===== src/rtl/dmem_pkg.sv =====
// Shared definitions for the data-memory arbiter and the core memory stage.
// Contents: FSM state enum, read-owner tag encoding, default address/data widths.
package dmem_pkg;

    localparam int unsigned DMEM_AW = 10;
    localparam int unsigned DMEM_DW = 32;

    typedef enum logic {
        ARB    = 1'b0,
        LOCKED = 1'b1
    } arb_state_e;

    localparam logic OWN_CORE = 1'b0;
    localparam logic OWN_EXT  = 1'b1;

endpackage


===== src/rtl/dmem_arbiter_if.sv =====
// Bus bundle between the two requesters, the arbiter and the data memory.
// Modports:
//   slave  - arbiter side: takes requests and m_rdata, drives grants, read returns,
//            memory controls and core_stall.
//   master - environment side (core LSU, external port, memory): the mirror image.
interface dmem_arbiter_if
    import dmem_pkg::*;
#(
    parameter int unsigned AW = DMEM_AW,
    parameter int unsigned DW = DMEM_DW
);
    logic          c_req;
    logic          c_we;
    logic [AW-1:0] c_addr;
    logic [DW-1:0] c_wdata;
    logic          c_gnt;
    logic          c_rvalid;
    logic [DW-1:0] c_rdata;

    logic          x_req;
    logic          x_we;
    logic [AW-1:0] x_addr;
    logic [DW-1:0] x_wdata;
    logic          x_gnt;
    logic          x_rvalid;
    logic [DW-1:0] x_rdata;
    logic          x_lock;

    logic          m_en;
    logic          m_we;
    logic [AW-1:0] m_addr;
    logic [DW-1:0] m_wdata;
    logic [DW-1:0] m_rdata;

    logic          core_stall;

    modport slave (
        input  c_req, c_we, c_addr, c_wdata,
        input  x_req, x_we, x_addr, x_wdata, x_lock,
        input  m_rdata,
        output c_gnt, c_rvalid, c_rdata,
        output x_gnt, x_rvalid, x_rdata,
        output m_en, m_we, m_addr, m_wdata,
        output core_stall
    );

    modport master (
        output c_req, c_we, c_addr, c_wdata,
        output x_req, x_we, x_addr, x_wdata, x_lock,
        output m_rdata,
        input  c_gnt, c_rvalid, c_rdata,
        input  x_gnt, x_rvalid, x_rdata,
        input  m_en, m_we, m_addr, m_wdata,
        input  core_stall
    );

endinterface


===== src/rtl/starve_counter.sv =====
// Saturating counter with clear priority over increment; stops at LIMIT.
// Ports: clk, reset (sync, active-high), clr_i, inc_i, cnt_o (registered count).
module starve_counter #(
    parameter int unsigned W     = 3,
    parameter int unsigned LIMIT = 4
) (
    input  logic         clk,
    input  logic         reset,
    input  logic         clr_i,
    input  logic         inc_i,
    output logic [W-1:0] cnt_o
);

    logic [W-1:0] cnt_q, cnt_d;

    // Next count: clear wins, otherwise increment until LIMIT
    always_comb begin
        cnt_d = cnt_q;
        if (clr_i) begin
            cnt_d = '0;
        end else if (inc_i && (cnt_q != W'(LIMIT))) begin
            cnt_d = cnt_q + W'(1);
        end
    end

    always_ff @(posedge clk) begin
        if (reset) begin
            cnt_q <= '0;
        end else begin
            cnt_q <= cnt_d;
        end
    end

    assign cnt_o = cnt_q;

endmodule


===== src/rtl/dmem_arbiter.sv =====
// Two-requester arbiter for the single-port data memory (core LSU vs external
// loader/debug port), with read-return routing and an external lock mode.
// Ports: clk, reset (sync, active-high), bus (dmem_arbiter_if.slave).
// Grants and memory drive are combinational in the request cycle; read returns
// follow one cycle after a read grant.
// Build option: DMEM_ARB_STARVE_GUARD_EN adds the external starvation guard.
module dmem_arbiter
    import dmem_pkg::*;
#(
    parameter int unsigned AW           = DMEM_AW,
    parameter int unsigned DW           = DMEM_DW,
    parameter int unsigned STARVE_LIMIT = 4
) (
    input  logic          clk,
    input  logic          reset,
    dmem_arbiter_if.slave bus
);

    arb_state_e    state_q, state_d;
    logic          c_gnt_c, x_gnt_c;
    logic          force_x_c;
    logic          m_we_c;
    logic [AW-1:0] m_addr_c;
    logic [DW-1:0] m_wdata_c;
    logic          rd_pend_q, rd_pend_d;
    logic          rd_owner_q, rd_owner_d;

`ifdef DMEM_ARB_STARVE_GUARD_EN
    localparam int unsigned SCW = $clog2(STARVE_LIMIT + 1);

    logic           contested_c;
    logic           starve_inc_c;
    logic [SCW-1:0] starve_cnt;

    assign contested_c  = bus.c_req && bus.x_req;
    assign starve_inc_c = (state_q == ARB) && contested_c && c_gnt_c;

    starve_counter #(
        .W     (SCW),
        .LIMIT (STARVE_LIMIT)
    ) u_starve_counter (
        .clk   (clk),
        .reset (reset),
        .clr_i (x_gnt_c),
        .inc_i (starve_inc_c),
        .cnt_o (starve_cnt)
    );

    // External wins the contest once the core has won LIMIT in a row
    assign force_x_c = contested_c && (starve_cnt == SCW'(STARVE_LIMIT));
`else
    // Strict core priority; the limit only matters with the guard built in
    assign force_x_c = 1'b0 & (STARVE_LIMIT == 0);
`endif

    // Arbitration FSM: grants and next state
    always_comb begin
        state_d = state_q;
        c_gnt_c = 1'b0;
        x_gnt_c = 1'b0;
        case (state_q)
            ARB: begin
                if (force_x_c) begin
                    x_gnt_c = 1'b1;
                end else begin
                    c_gnt_c = bus.c_req;
                    x_gnt_c = bus.x_req && !bus.c_req;
                end
                // An external grant with lock raised claims the memory
                if (bus.x_lock && x_gnt_c) begin
                    state_d = LOCKED;
                end
            end
            LOCKED: begin
                x_gnt_c = bus.x_req;
                if (!bus.x_lock) begin
                    state_d = ARB;
                end
            end
            default: state_d = ARB;
        endcase
        if (reset) begin
            c_gnt_c = 1'b0;
            x_gnt_c = 1'b0;
            state_d = ARB;
        end
    end

    // Memory drive from the granted requester, zero when idle
    always_comb begin
        m_we_c    = 1'b0;
        m_addr_c  = '0;
        m_wdata_c = '0;
        if (c_gnt_c) begin
            m_we_c    = bus.c_we;
            m_addr_c  = bus.c_addr;
            m_wdata_c = bus.c_wdata;
        end else if (x_gnt_c) begin
            m_we_c    = bus.x_we;
            m_addr_c  = bus.x_addr;
            m_wdata_c = bus.x_wdata;
        end
    end

    // Read tag for the one-cycle memory latency
    always_comb begin
        rd_pend_d  = (c_gnt_c || x_gnt_c) && !m_we_c;
        rd_owner_d = x_gnt_c ? OWN_EXT : OWN_CORE;
    end

    always_ff @(posedge clk) begin
        if (reset) begin
            state_q    <= ARB;
            rd_pend_q  <= 1'b0;
            rd_owner_q <= OWN_CORE;
        end else begin
            state_q    <= state_d;
            rd_pend_q  <= rd_pend_d;
            rd_owner_q <= rd_owner_d;
        end
    end

    assign bus.c_gnt      = c_gnt_c;
    assign bus.x_gnt      = x_gnt_c;
    assign bus.m_en       = c_gnt_c || x_gnt_c;
    assign bus.m_we       = m_we_c;
    assign bus.m_addr     = m_addr_c;
    assign bus.m_wdata    = m_wdata_c;
    // A return pending across a reset edge is dropped
    assign bus.c_rvalid   = rd_pend_q && (rd_owner_q == OWN_CORE) && !reset;
    assign bus.x_rvalid   = rd_pend_q && (rd_owner_q == OWN_EXT) && !reset;
    assign bus.c_rdata    = bus.m_rdata;
    assign bus.x_rdata    = bus.m_rdata;
    assign bus.core_stall = bus.c_req && !c_gnt_c && !reset;

endmodule

===== src/flat_wrapper.sv =====
// flat-port wrapper written by rule: the top's interface ports become plain ports
module dmem_arbiter_flat import dmem_pkg::*;
#(
    parameter int unsigned AW           = DMEM_AW,
    parameter int unsigned DW           = DMEM_DW,
    parameter int unsigned STARVE_LIMIT = 4
)
  (clk, reset, bus_c_req, bus_c_we, bus_c_addr, bus_c_wdata, bus_x_req, bus_x_we, bus_x_addr, bus_x_wdata, bus_x_lock, bus_m_rdata, bus_c_gnt, bus_c_rvalid, bus_c_rdata, bus_x_gnt, bus_x_rvalid, bus_x_rdata, bus_m_en, bus_m_we, bus_m_addr, bus_m_wdata, bus_core_stall);
  dmem_arbiter_if #(.AW(AW), .DW(DW)) bus_i ();
  input  logic clk;
  input  logic reset;
  input wire logic [$bits(bus_i.c_req)-1:0] bus_c_req;
  input wire logic [$bits(bus_i.c_we)-1:0] bus_c_we;
  input wire logic [$bits(bus_i.c_addr)-1:0] bus_c_addr;
  input wire logic [$bits(bus_i.c_wdata)-1:0] bus_c_wdata;
  input wire logic [$bits(bus_i.x_req)-1:0] bus_x_req;
  input wire logic [$bits(bus_i.x_we)-1:0] bus_x_we;
  input wire logic [$bits(bus_i.x_addr)-1:0] bus_x_addr;
  input wire logic [$bits(bus_i.x_wdata)-1:0] bus_x_wdata;
  input wire logic [$bits(bus_i.x_lock)-1:0] bus_x_lock;
  input wire logic [$bits(bus_i.m_rdata)-1:0] bus_m_rdata;
  output wire logic [$bits(bus_i.c_gnt)-1:0] bus_c_gnt;
  output wire logic [$bits(bus_i.c_rvalid)-1:0] bus_c_rvalid;
  output wire logic [$bits(bus_i.c_rdata)-1:0] bus_c_rdata;
  output wire logic [$bits(bus_i.x_gnt)-1:0] bus_x_gnt;
  output wire logic [$bits(bus_i.x_rvalid)-1:0] bus_x_rvalid;
  output wire logic [$bits(bus_i.x_rdata)-1:0] bus_x_rdata;
  output wire logic [$bits(bus_i.m_en)-1:0] bus_m_en;
  output wire logic [$bits(bus_i.m_we)-1:0] bus_m_we;
  output wire logic [$bits(bus_i.m_addr)-1:0] bus_m_addr;
  output wire logic [$bits(bus_i.m_wdata)-1:0] bus_m_wdata;
  output wire logic [$bits(bus_i.core_stall)-1:0] bus_core_stall;
  assign bus_i.c_req = bus_c_req;
  assign bus_i.c_we = bus_c_we;
  assign bus_i.c_addr = bus_c_addr;
  assign bus_i.c_wdata = bus_c_wdata;
  assign bus_i.x_req = bus_x_req;
  assign bus_i.x_we = bus_x_we;
  assign bus_i.x_addr = bus_x_addr;
  assign bus_i.x_wdata = bus_x_wdata;
  assign bus_i.x_lock = bus_x_lock;
  assign bus_i.m_rdata = bus_m_rdata;
  assign bus_c_gnt = bus_i.c_gnt;
  assign bus_c_rvalid = bus_i.c_rvalid;
  assign bus_c_rdata = bus_i.c_rdata;
  assign bus_x_gnt = bus_i.x_gnt;
  assign bus_x_rvalid = bus_i.x_rvalid;
  assign bus_x_rdata = bus_i.x_rdata;
  assign bus_m_en = bus_i.m_en;
  assign bus_m_we = bus_i.m_we;
  assign bus_m_addr = bus_i.m_addr;
  assign bus_m_wdata = bus_i.m_wdata;
  assign bus_core_stall = bus_i.core_stall;
  dmem_arbiter #(.AW(AW), .DW(DW), .STARVE_LIMIT(STARVE_LIMIT)) u_core (.clk(clk), .reset(reset), .bus(bus_i));
endmodule

===== config.mk =====
export PLATFORM = sky130hd
export DESIGN_NAME = dmem_arbiter_flat
export DESIGN_NICKNAME = d
export VERILOG_FILES = /design/src/rtl/dmem_pkg.sv /design/src/rtl/dmem_arbiter_if.sv /design/src/rtl/starve_counter.sv /design/src/rtl/dmem_arbiter.sv /design/src/flat_wrapper.sv
export SDC_FILE = /design/constraint.sdc
export NUM_CORES = 1
export LEC_CHECK = 0
export ABC_AREA = 1
export CORE_AREA = 3 3 89 91
export CTS_BUF_LIST = sky130_fd_sc_hd__clkbuf_8
export CTS_CLUSTER_DIAMETER = 80
export DETAILED_ROUTE_END_ITERATION = 8
export DIE_AREA = 0 0 92 94
export GPL_TIMING_DRIVEN = 0
export PLACE_DENSITY = 0.71
export SLEW_MARGIN = 5
export SYNTH_ARGS = -nofsm -noshare
export SYNTH_HDL_FRONTEND = slang
export SYNTH_SLANG_ARGS = --single-unit

===== constraint.sdc =====
create_clock -name clk -period 2.7 [get_ports clk]
set_input_delay 0.675 -clock clk [delete_from_list [all_inputs] [get_ports clk]]
set_output_delay 0.675 -clock clk [all_outputs]
set_load 0.05 [all_outputs]

* Word level (Yosys, flattened, before mapping)
Index checks and enable logic that the tools add are counted. Widths: inputs -> output; s select.
Cells by class: $add $sub $neg 0, $mul 0, div/mod/pow operators 0, $lt $le $gt $ge 0, equality and inequality tests 0, shifts and indexed selects 0, muxes and demuxes 15, bitwise gates (word level) 2, reduce and logical (&&, ||, !) cells 14
Operator list (count):
- $mux 32 | 2
- $mux 10 | 2
- $logic_and 1x1->1 | 9
- $mux 1 | 9
- $logic_not 1->1 | 4
- $pmux 1 s2 | 2
- $not 1->1 | 2
- $logic_or 1x1->1 | 1
Word-level totals: register bits 3, bits in latches 0, RAM bits 0, memory bits (read-only) 0, output and inout bits 113, logic and storage cells 34, memories 0

* Longest topological paths before layout
Gate-level depths: netlist of run 1.
word-level depth 9, mapped depth 7, depth with buffers taken out 6

* Worst setup path after synthesis of run 1
OpenSTA, ideal clock, no wires.
path kind input to output, start point input bus_x_req, end point output bus_m_wdata[22], data arrival time 1.570 ns, data required time 2.025 ns, setup slack 0.455 ns, stages 7, path through inv_1 nor2_4 nand2_2 inv_4 buf_8 nand2_2 nand2_1
On the way: cells in the longest elaborated chain, start to end 6
RTL lines:
- start: declaration | RTL line flat_wrapper.sv:16 | input wire logic [$bits(bus_i.x_req)-1:0] bus_x_req;
- $logic_and 1x1->1 | RTL line dmem_arbiter.sv:67 | x_gnt_c = bus.x_req && !bus.c_req;
- $mux 1 | RTL line dmem_arbiter.sv:61 | case (state_q)
- $pmux 1 s2 (*) | RTL line dmem_arbiter.sv:61
- $mux 1 (*) | RTL line dmem_arbiter.sv:82 | if (reset) begin
- named net bus_x_gnt | RTL line flat_wrapper.sv:25 | output wire logic [$bits(bus_i.x_gnt)-1:0] bus_x_gnt;
- $mux 32 (*) | RTL line dmem_arbiter.sv:98 | end else if (x_gnt_c) begin
- $mux 32 (*) | RTL line dmem_arbiter.sv:94 | if (c_gnt_c) begin
- end: declaration | RTL line flat_wrapper.sv:31 | output wire logic [$bits(bus_i.m_wdata)-1:0] bus_m_wdata;
Mark *: on every way through the listed nets, which the timed path passes. The rest lies on a longest branch. The select of a mux whose other input is x is not followed.

* Final worst setup path of run 1
start point input reset, end point output bus_x_rvalid
On the way: cells in the longest elaborated chain, start to end 2
RTL lines:
- start: declaration | RTL line flat_wrapper.sv:11 | input logic reset;
- $logic_not 1->1 | RTL line dmem_arbiter.sv:131 | assign bus.x_rvalid = rd_pend_q && (rd_owner_q == OWN_EXT) && !reset;
- $logic_and 1x1->1 | RTL line dmem_arbiter.sv:131
- end: declaration | RTL line flat_wrapper.sv:26 | output wire logic [$bits(bus_i.x_rvalid)-1:0] bus_x_rvalid;
No other way between the ends.

==> impl_results.md, run 1 <==
* Via count at just under 2000
* Final critical-path required period at between 2 and 3 ns
* Most common cell after layout, fill and taps aside: clkdlybuf4s50_1
* # IOs at between 200 and 250
* Synthesis-stage register bit count at 3
* Design Area, Final at around 3400 µm²
* Die Y at 94 µm
* Max VDD drop at 0.137 mV
* Ys async rst share at 0%
* Adder-Cell Fraction of Synth Area at 0%
* RSZ-0062 raised after global routing: false
* Post-synthesis mux area share at 0%
* Fmax achieved at 389 MHz
* Synth Flop Type: dfxtp_1
* Worst setup margin at around 0.13 ns
* Gr ovfl total at 0
* TritonRoute pass-1 iters at 4
* Total Wirelength at about 6.0 mm
* 1st-iter DRT viols at 33
* Slew headroom at about two thirds
* Largest net degree at the start of global routing at 11
* Total track usage at between 10% and 20%
* Synth Area in Simple Gates at a little under half
* Hpwl dp at around 5.4 mm
* Layout cells sized above 1 at a little under a third
* Antenna cells at 0
* CP Capture Type: primary output
* CP max FO at 3
* Vias per inst at about 3.7
* CP Launch Type: primary input
* IO Port Bufs at 203
* CTS Buffer Depth at 2
* CTS Sinks at 3
* DRC at 0
* Core ar. at ~7200 µm²
* Syn avg cell area at roughly 5.5 µm²
* GR Util met3 at 4.01%
* GPL Wtd Cong at about 0.79
* Antenna-violating nets left at 0
* Largest family of logic cells by synthesized area: buffers and inverters
* Initial Utilization at approximately 17%
* Synth Cell Area at ~1300 µm²
* GR Layer Usage met1 at around an eighth
* Slew @ Worst Pin at a little over 0.5 ns
* CTS tree: yes
* DR WL/cell at between 10 and 15 µm
* Cells after DPL at 528
* Yosys warns at 0
* Die area at just under 9000 µm²
* Htree depth at 1
* Post-Route Skew at around 0.0013 ns
* Synth Area in XOR/XNOR at 0%
* Setup TNS at 0 ns
* Required @ worst endpoint at 2.03 ns
* Reg clk slew, reported paths at ~0.03 ns
* Post-synthesis instance total at approximately 230
* GR peak layer: met2
* Cell variety after synth at 15
* P per Cell Area at 290 nW/µm²
* Die X-Extent at approximately 90 µm
* Net Count, Synth at 349
* First-pass GRT wire length at ~8.7 mm
* Compound-cell area share of the yosys netlist at less than 1%
* Area Overhead vs Synth at 170%
* Grt met2 use at about 25%
* Initial antenna violation count at 0
* Cell Rows at 31
* CTS root buffer: clkbuf_8
* Vias in the first global route at between 1500 and 2000
* Post-synthesis sequential area ratio at 4.80%
* Min-Delay Path Class: flip-flop to flip-flop
* Post-DP Area at 3410 µm²
* Leakage Power at 1.74 nW
* Period utilisation layout at a little over nine tenths
* Layout Cells excl Fill at 533
* Number of synthesized flops with an enable pin at 0
* Crit path DAT at between 1.5 and 2 ns
* Nets at 558
* CTS buffer count at 3
* Endpoints failing hold at 0
* Max_cap viols at 0
* WS Path Type: primary input to primary output
* Clock latency on the worst-skew pair at approximately 0.21 ns
* Most frequent cells in the layout: 152 x clkdlybuf4s50_1, 123 x nand2_1, 102 x buf_4, 10 x nand2_2, 7 x buf_6
* Max Slew Vio Count at 0
* Outcome: finished, final reports clean
* Post-Place Worst Slack at -0.662 ns
* Setup violators final at 0
[final cells by class]
cell class	instances	area [µm²]
plain buffers	72	578
clock buffers	3	41.3
clock inverters	1	3.75
fillers	746	3830
inverters	8	37.5
multi-input cells	143	582
flip-flops and latches	3	60.1
well taps	99	124
repair buffers	204	1950
[metal layers]
| metal | vias up | wire length [µm] |
|---|---|---|
| met3 | 0 | 703 |
| li1 | 1022 | - |
| met5 | - | 0 |
| met1 | 830 | 2030 |
| met2 | 129 | 3310 |
| met4 | 0 | 0 |
[final timing paths]
| kind | end | cells past startpoint | start | slack, ns |
|---|---|---|---|---|
| setup reg to reg | u_core.rd_pend_q$_SDFF_PP0_ | 5 | u_core.state_q$_SDFF_PP0_ | 1.92 |
| hold / removal | u_core.state_q$_SDFF_PP0_ | 2 | u_core.state_q$_SDFF_PP0_ | 0.49 |
| setup / recovery | bus_x_rvalid | 3 | reset | 0.13 |
| hold reg to reg | u_core.state_q$_SDFF_PP0_ | 2 | u_core.state_q$_SDFF_PP0_ | 0.49 |
[worst max-delay path: stages]
cell and delay [ns]:
dlygate4sd2_1 0.29, nor2_1 0.12, clkdlybuf4s50_1 0.82
[state kept, by name (all words and copies together) (netlist names)]
register	cells
u_core.state_q	1
u_core.rd_owner_q	1
u_core.rd_pend_q	1
[cells by family after synthesis]
group	count (synthesis)
compound gates	1
buf+inv	80
flops	3
simple gates	142
[report_power, final]
part / internal [mW] / switching (mW) / total (mW)
clock network: 0.0966 / 0.0275 / 0.124
logic: 0.342 / 0.466 / 0.808
registers: 0.0473 / 0.00115 / 0.0485
total: 0.486 / 0.495 / 0.980
[repair_timing]
action                                 4_1_cts  5_1_grt
gates cloned                                 0        1
gates resized for setup                    257        9
endpoints found under the hold margin        0        0
setup endpoints to repair                   49       46
buffers inserted                             0        0
hold buffers                                 0        0
pin swaps                                    0        2
[Yosys cell counts, types with 2 or more instances]
library cell / instances / area share [%]
nand3_1: 2 / 0.80
nand2_1: 123 / 37
nor2_1: 4 / 1.2
inv_1: 4 / 1.2
inv_4: 2 / 1.0
buf_4: 64 / 38
inv_2: 2 / 0.60
dfxtp_1: 3 / 4.8
buf_6: 7 / 6.3
nand2_2: 10 / 5.0
[stage by stage]
| stage | hold WS (ns) | utilization [%] | power (mW) |
|---|---|---|---|
| finish | 0.492 | 46.9 | 0.980 |
| global route | 0.528 | 46.9 | 1.02 |
| CTS | 0.488 | 46.4 | 0.986 |
| detailed placement | 0.484 | 47.2 | 0.875 |
| global placement | 0.475 | 47.2 | 0.868 |
| floorplan | 0.463 | - | 0.541 |
Note: power is estimated with default switching activity, not from simulation.
==> run 2, diff against run 1 <==
--- a/config.mk
+++ b/config.mk
@@ -17,3 +17,4 @@
 export SYNTH_ARGS = -nofsm -noshare
 export SYNTH_HDL_FRONTEND = slang
 export SYNTH_SLANG_ARGS = --single-unit
+export TNS_END_PERCENT = 1
==> impl_results.md, run 2 (synthesis results as in run 1) <==
* Largest net degree at the start of global routing at 11 (unchanged)
* Clock latency on the worst-skew pair at 0.21 ns (about the same)
* CTS Buffer Depth at 2 (unchanged)
* Antenna cells at 0 (unchanged)
* Post-Route Skew at 0.00110 ns (was 0.00130 ns)
* CP most frequent cell: nand2_1
* Most frequent cells in the layout: 154 x clkdlybuf4s50_1, 123 x nand2_1, 64 x buf_4, 46 x buf_6, 10 x nand2_2 (was 152 x clkdlybuf4s50_1, 123 x nand2_1, 102 x buf_4, 10 x nand2_2, 7 x buf_6)
* DR WL/cell at 11.4 µm (was 11.3 µm)
* CP Capture Type: primary output (unchanged)
* Crit path max-delay family: buffers and inverters (unchanged)
* Cells after DPL at 528 (unchanged)
* Most common cell after layout, fill and taps aside: clkdlybuf4s50_1 (unchanged)
* Max_cap viols at 0 (unchanged)
* Htree depth at 1 (unchanged)
* FF-to-FF End: u_core.rd_pend_q$_SDFF_PP0_ (unchanged)
* Initial Utilization at 17.3% (unchanged)
* Multi-input logic area at 582 µm² (unchanged)
* TritonRoute pass-1 iters at 4 (unchanged)
* CP Cell Sequence: clkdlybuf4s50_1 -> inv_1 -> nor2_4 -> nand2_2 -> inv_6 -> nand2_1 -> nand2_1 -> clkdlybuf4s18_2 (was dlygate4sd2_1 -> nor2_1 -> clkdlybuf4s50_1)
* End point of the critical path: bus_m_wdata[31] (was bus_x_rvalid)
* Worst R2R Start: u_core.state_q$_SDFF_PP0_ (unchanged)
* CTS Sinks at 3 (unchanged)
* Max VDD drop at 0.137 mV (about the same)
* Post-CTS Setup Inserts at 0 (unchanged)
* Post-Route Utilization at 48.1% (was 46.9%)
* Cell Rows at 31 (unchanged)
* Min-Delay Path Class: flip-flop to flip-flop (unchanged)
* RSZ-0062 raised after global routing: true (was false)
* Required @ worst endpoint at 2.03 ns (about the same)
* Vias per inst at 3.73 (was 3.72)
* Die Y at 94 µm (unchanged)
* Hpwl dp at 5.42 mm (unchanged)
* First-pass GRT wire length at 8.74 mm (unchanged)
* Leakage Power at 1.74 nW (about the same)
* Via count at 1983 (was 1981)
* Core ar. at 7210 µm² (unchanged)
* Post-Place Worst Slack at -0.662 ns (unchanged)
* Outcome: finished, final reports clean (unchanged)
* Crit path DAT at 1.98 ns (was 1.90 ns)
* # fillers at 733 (was 746)
* Slew headroom at 65.7% (about the same)
* Period utilisation layout at 98.4% (was 95.2%)
* CTS buffer count at 3 (unchanged)
* Layout Cells excl Fill at 532 (was 533)
* CTS tree: yes (unchanged)
* Slowest cell on the critical path: clkdlybuf4s50_1 (unchanged)
* Total power at 1.00 mW (was 980 µW)
* CP Launch Type: primary input (unchanged)
* Final critical-path required period at 2.66 ns (was 2.57 ns)
* Slew @ Worst Pin at 0.513 ns (about the same)
* Setup violators final at 0 (unchanged)
* Hold-fix buffers, CTS at 0 (unchanged)
* Vias in the first global route at 1998 (unchanged)
* R2R Setup Slk at 1.92 ns (about the same)
* Worst setup margin at 0.0424 ns (was 0.129 ns)
* Reg clk slew, reported paths at 0.03 ns (about the same)
* WP buf/inv at 4 (was 2)
* Critical path depth in cells at 8 (was 3)
* Endpoints failing hold at 0 (unchanged)
* Initial antenna violation count at 0 (unchanged)
* Register Area at 60.1 µm² (unchanged)
* GPL Wtd Cong at 0.788 (unchanged)
* IO Port Bufs at 203 (unchanged)
* Gr ovfl total at 0 (unchanged)
* P per Cell Area at 290 nW/µm² (about the same)
* Fmax achieved at 376 MHz (was 389 MHz)
* Die area at 8650 µm² (unchanged)
* Area Overhead vs Synth at 177% (was 170%)
* Layout cells sized above 1 at 31.6% (about the same)
* CP max FO at 7 (was 3)
* Max Slew Vio Count at 0 (unchanged)
* Top Registers: u_core.rd_owner_q (1), u_core.rd_pend_q (1), u_core.state_q (1) (unchanged)
* Crit. Startpoint: bus_x_req (was reset)
* # IOs at 236 (unchanged)
* Total Wirelength at 6.07 mm (was 6.04 mm)
* Antenna-violating nets left at 0 (unchanged)
* Total track usage at 12.1% (unchanged)
* Die X-Extent at 92 µm (unchanged)
* CTS root buffer: clkbuf_8 (unchanged)
* Nets at 557 (was 558)
* Hold Crit Start: u_core.state_q$_SDFF_PP0_ (unchanged)
* Max stage delay on crit path at 0.45 ns (was 0.82 ns)
* 1st-iter DRT viols at 31 (was 33)
* Reg2Reg Depth at 5 (unchanged)
* WS Path Type: primary input to primary output (unchanged)
* DRC at 0 (unchanged)
* Setup TNS at 0 ns (unchanged)
## run 2: area by class of cell
cell class	instances	area share, %
timing repair buffer	203	59.0
multi-input combinational	143	16.8
buffer	72	16.6
tap	99	3.57
sequential	3	1.73
clock buffer	3	1.19
inverter	8	1.08
clock inverter	1	0.108
## run 2: metal layers
metal	track usage (%)	up-vias	share of wire, %
met4	0.371	0	0
met2	25.0	121	55
met5	0	-	0
met1	12.1	841	33
li1	-	1021	-
met3	4.01	0	12
## run 2: power breakdown
group	leakage (nW)	total (mW)	internal, mW	switching [mW]
logic	1.69	0.832	0.360	0.472
clock network	0.0269	0.124	0.0966	0.0274
registers	0.0248	0.0485	0.0473	0.00117
total	1.74	1.00	0.504	0.501
## run 2: per-stage QoR
step	cell area [µm²]	hold slack, ns
5_1_grt	3470	0.528
6_report	3470	0.492
4_1_cts	3350	0.488
3_5_place_dp	3410	0.484
3_3_place_gp	3410	0.475
2_1_floorplan	1250	0.463
## run 2: repair_timing
item                                    4_1_cts  5_1_grt
endpoints found under the hold margin         0        0
gates resized for setup                     256       49
endpoints found under the setup margin       49       46
## run 2: worst reg2reg max path, cell delays in order (launching register included)
cell,delay (ns)
dfxtp_1,0.31
inv_2,0.06
nand2_1,0.11
nand3_1,0.08
nand2_1,0.08
nor2_1,0.04
## run 2: how the worst min path moves through the flow
stage,to,slack (ns),depth (start not counted)
floorplan,u_core.state_q$_SDFF_PP0_,0.46,2
global placement,u_core.state_q$_SDFF_PP0_,0.48,2
detailed placement,u_core.state_q$_SDFF_PP0_,0.48,2
CTS,u_core.state_q$_SDFF_PP0_,0.49,2
global route,u_core.state_q$_SDFF_PP0_,0.53,2
finish,u_core.state_q$_SDFF_PP0_,0.49,2
==> run 3, diff against run 2 <==
--- a/config.mk
+++ b/config.mk
@@ -6,13 +6,13 @@
 export NUM_CORES = 1
 export LEC_CHECK = 0
 export ABC_AREA = 1
-export CORE_AREA = 3 3 89 91
+export CORE_AREA = 3 3 91 93
 export CTS_BUF_LIST = sky130_fd_sc_hd__clkbuf_8
 export CTS_CLUSTER_DIAMETER = 80
 export DETAILED_ROUTE_END_ITERATION = 8
-export DIE_AREA = 0 0 92 94
+export DIE_AREA = 0 0 94 96
 export GPL_TIMING_DRIVEN = 0
-export PLACE_DENSITY = 0.71
+export PLACE_DENSITY = 0.69
 export SLEW_MARGIN = 5
 export SYNTH_ARGS = -nofsm -noshare
 export SYNTH_HDL_FRONTEND = slang
==> constraint.sdc (replaced) <==
create_clock -name clk -period 3.01 [get_ports clk]
set_input_delay 0.7525 -clock clk [delete_from_list [all_inputs] [get_ports clk]]
set_output_delay 0.7525 -clock clk [all_outputs]
set_load 0.05 [all_outputs]
==> impl_results.md, run 3 (synthesis results as in run 1) <==
* CP Cell Sequence: clkdlybuf4s50_1 -> inv_2 -> nand3_2 -> inv_4 -> buf_6 -> clkdlybuf4s15_2 (was clkdlybuf4s50_1 -> inv_1 -> nor2_4 -> nand2_2 -> inv_6 -> nand2_1 -> nand2_1 -> clkdlybuf4s18_2)
* Crit path DAT at 2.17 ns (was 1.98 ns)
* GPL Wtd Cong at 0.709 (was 0.788)
* Max_cap viols at 0 (unchanged)
* Min-Delay Path Class: flip-flop to flip-flop (unchanged)
* Sw frac at 51.0% (was 49.8%)
* IO Port Bufs at 203 (unchanged)
* Required @ worst endpoint at 2.26 ns (was 2.03 ns)
* Leakage Power at 1.71 nW (was 1.74 nW)
* Sw Pwr at 441 µW (was 501 µW)
* CTS root buffer: clkbuf_8 (unchanged)
* Layout Cells excl Fill at 535 (was 532)
* WP buf/inv at 5 (was 4)
* Outcome: finished, final reports clean (unchanged)
* Clock latency on the worst-skew pair at 0.22 ns (was 0.21 ns)
* Htree depth at 1 (unchanged)
* Post-Place Worst Slack at -0.498 ns (was -0.662 ns)
* Max stage delay on crit path at 0.50 ns (was 0.45 ns)
* Reg clk slew, reported paths at 0.03 ns (about the same)
* Clock power frac at 13.2% (was 12.4%)
* Fin Hold WS at 0.489 ns (was 0.492 ns)
* Die Y at 96 µm (was 94 µm)
* WS Path Type: primary input to primary output (unchanged)
* Antenna-violating nets left at 0 (unchanged)
* Slew headroom at 65.3% (was 65.7%)
* Layout cells sized above 1 at 31.2% (was 31.6%)
* Slowest cell on the critical path: clkdlybuf4s50_1 (unchanged)
* DRC at 0 (unchanged)
* Crit path max-delay family: buffers and inverters (unchanged)
* TritonRoute pass-1 iters at 4 (unchanged)
* Vias in the first global route at 1881 (was 1998)
* Setup violators final at 0 (unchanged)
* Largest net degree at the start of global routing at 11 (unchanged)
* Initial antenna violation count at 0 (unchanged)
* Most frequent cells in the layout: 154 x clkdlybuf4s50_1, 123 x nand2_1, 66 x buf_4, 19 x buf_2, 18 x clkbuf_4 (was 154 x clkdlybuf4s50_1, 123 x nand2_1, 64 x buf_4, 46 x buf_6, 10 x nand2_2)
* Antenna cells at 0 (unchanged)
* Sequential share of power at 5.0% (was 4.8%)
* Slew @ Worst Pin at 0.519 ns (was 0.513 ns)
* Cell Rows at 32 (was 31)
* Total track usage at 11.1% (was 12.1%)
* Cells after DPL at 531 (was 528)
* Hpwl dp at 5.25 mm (was 5.42 mm)
* Most common cell after layout, fill and taps aside: clkdlybuf4s50_1 (unchanged)
* Post-Route Skew at 0.00207 ns (was 0.00110 ns)
* Gr ovfl total at 0 (unchanged)
* P per Cell Area at 261 nW/µm² (was 290 nW/µm²)
* Die area at 9020 µm² (was 8650 µm²)
* Endpoints failing hold at 0 (unchanged)
* Area Overhead vs Synth at 165% (was 177%)
* Max Slew Vio Count at 0 (unchanged)
* Total Wirelength at 5.70 mm (was 6.07 mm)
* R2R Setup Slk at 2.21 ns (was 1.92 ns)
* Combinational power share at 81.8% (was 82.8%)
* # fillers at 770 (was 733)
* Via count at 1980 (was 1983)
* CTS buffer count at 3 (unchanged)
* 1st-iter DRT viols at 34 (was 31)
* Initial Utilization at 16.4% (was 17.3%)
* First-pass GRT wire length at 8.22 mm (was 8.74 mm)
* RSZ-0062 raised after global routing: true (unchanged)
* Die X-Extent at 94 µm (was 92 µm)
* CTS tree: yes (unchanged)
* Period utilisation layout at between 90% and 100%
* DR WL/cell at 10.7 µm (was 11.4 µm)
* CP max FO at 10 (was 7)
* # IOs at 236 (unchanged)
* CTS Sinks at 3 (unchanged)
* Vias per inst at 3.70 (was 3.73)
* Max VDD drop at 0.184 mV (was 0.137 mV)
* Worst setup margin at 0.0854 ns (was 0.0424 ns)
* Top Registers: u_core.rd_owner_q (1), u_core.rd_pend_q (1), u_core.state_q (1) (unchanged)
* CP Capture Type: primary output (unchanged)
* Fmax achieved at approximately 340 MHz
* Nets at 557 (unchanged)
* CTS Buffer Depth at 2 (unchanged)
* Final critical-path required period at 2.92 ns
* Cell-internal power at 423 µW (was 504 µW)
* Core ar. at 7610 µm² (was 7210 µm²)
* CP Launch Type: primary input (unchanged)
-- run 3: repair_timing --
item                       in CTS  in global routing
resized for setup             212                 26
setup endpoints to repair      48                 23
hold buffers                    0                  0
setup buffers                   0                  0
-- run 3: power by group through the flow --
stage                     clock, mW  combinational [mW]  sequential (mW)
after floorplan                   0               0.441           0.0438
after global placement            0               0.735           0.0439
after detailed placement          0               0.739           0.0441
after CTS                     0.118               0.705           0.0435
after global routing          0.122               0.741           0.0436
final                         0.114               0.706           0.0435
-- run 3: area by class of cell --
class / instances / area, µm² / share of cell area, %
plain buffers: 72 / 574 / 17.3
clock buffers: 3 / 41.3 / 1.25
clock inverters: 1 / 3.75 / 0.113
inverters: 8 / 35.0 / 1.06
multi-input cells: 143 / 582 / 17.6
flip-flops and latches: 3 / 60.1 / 1.81
well taps: 102 / 128 / 3.85
repair buffers: 203 / 1890 / 57.0
-- run 3: metrics by stage --
| step | TNS (ns) | area (µm²) | power, mW | utilization (%) |
|---|---|---|---|---|
| 2_1_floorplan | 0 | 1250 | 0.485 | - |
| 3_3_place_gp | -20.05 | 3410 | 0.779 | 44.8 |
| 3_5_place_dp | -19.88 | 3410 | 0.783 | 44.8 |
| 4_1_cts | -0.0359 | 3270 | 0.867 | 43.0 |
| 5_1_grt | -0.0108 | 3310 | 0.907 | 43.6 |
| 6_report | 0 | 3310 | 0.863 | 43.6 |
-- run 3: worst reg2reg max path: cells and delay by family, from the launching register on --
kind | cells | cell delay [ns]
buffers and inverters | 1 | 0.06
and+or+nand+nor | 4 | 0.34
DFF | 1 | 0.31
-- run 3: worst paths after layout --
kind | start | endpoint | cells past startpoint
worst max-delay path | reset | bus_c_gnt | 6
worst min-delay path | u_core.state_q$_SDFF_PP0_ | u_core.state_q$_SDFF_PP0_ | 2
worst max register to register | u_core.state_q$_SDFF_PP0_ | u_core.rd_pend_q$_SDFF_PP0_ | 5
worst min register to register | u_core.state_q$_SDFF_PP0_ | u_core.state_q$_SDFF_PP0_ | 2
-- run 3: metal layers --
metal / global-route usage, % / up-vias / wire length [µm] / part of all wire (%)
met5: 0 / - / 0 / 0
met4: 2.17 / 0 / 29 / 0.51
met3: 3.44 / 4 / 794 / 14
met2: 22.2 / 135 / 3070 / 54
met1: 11.2 / 820 / 1810 / 32
li1: - / 1021 / - / -
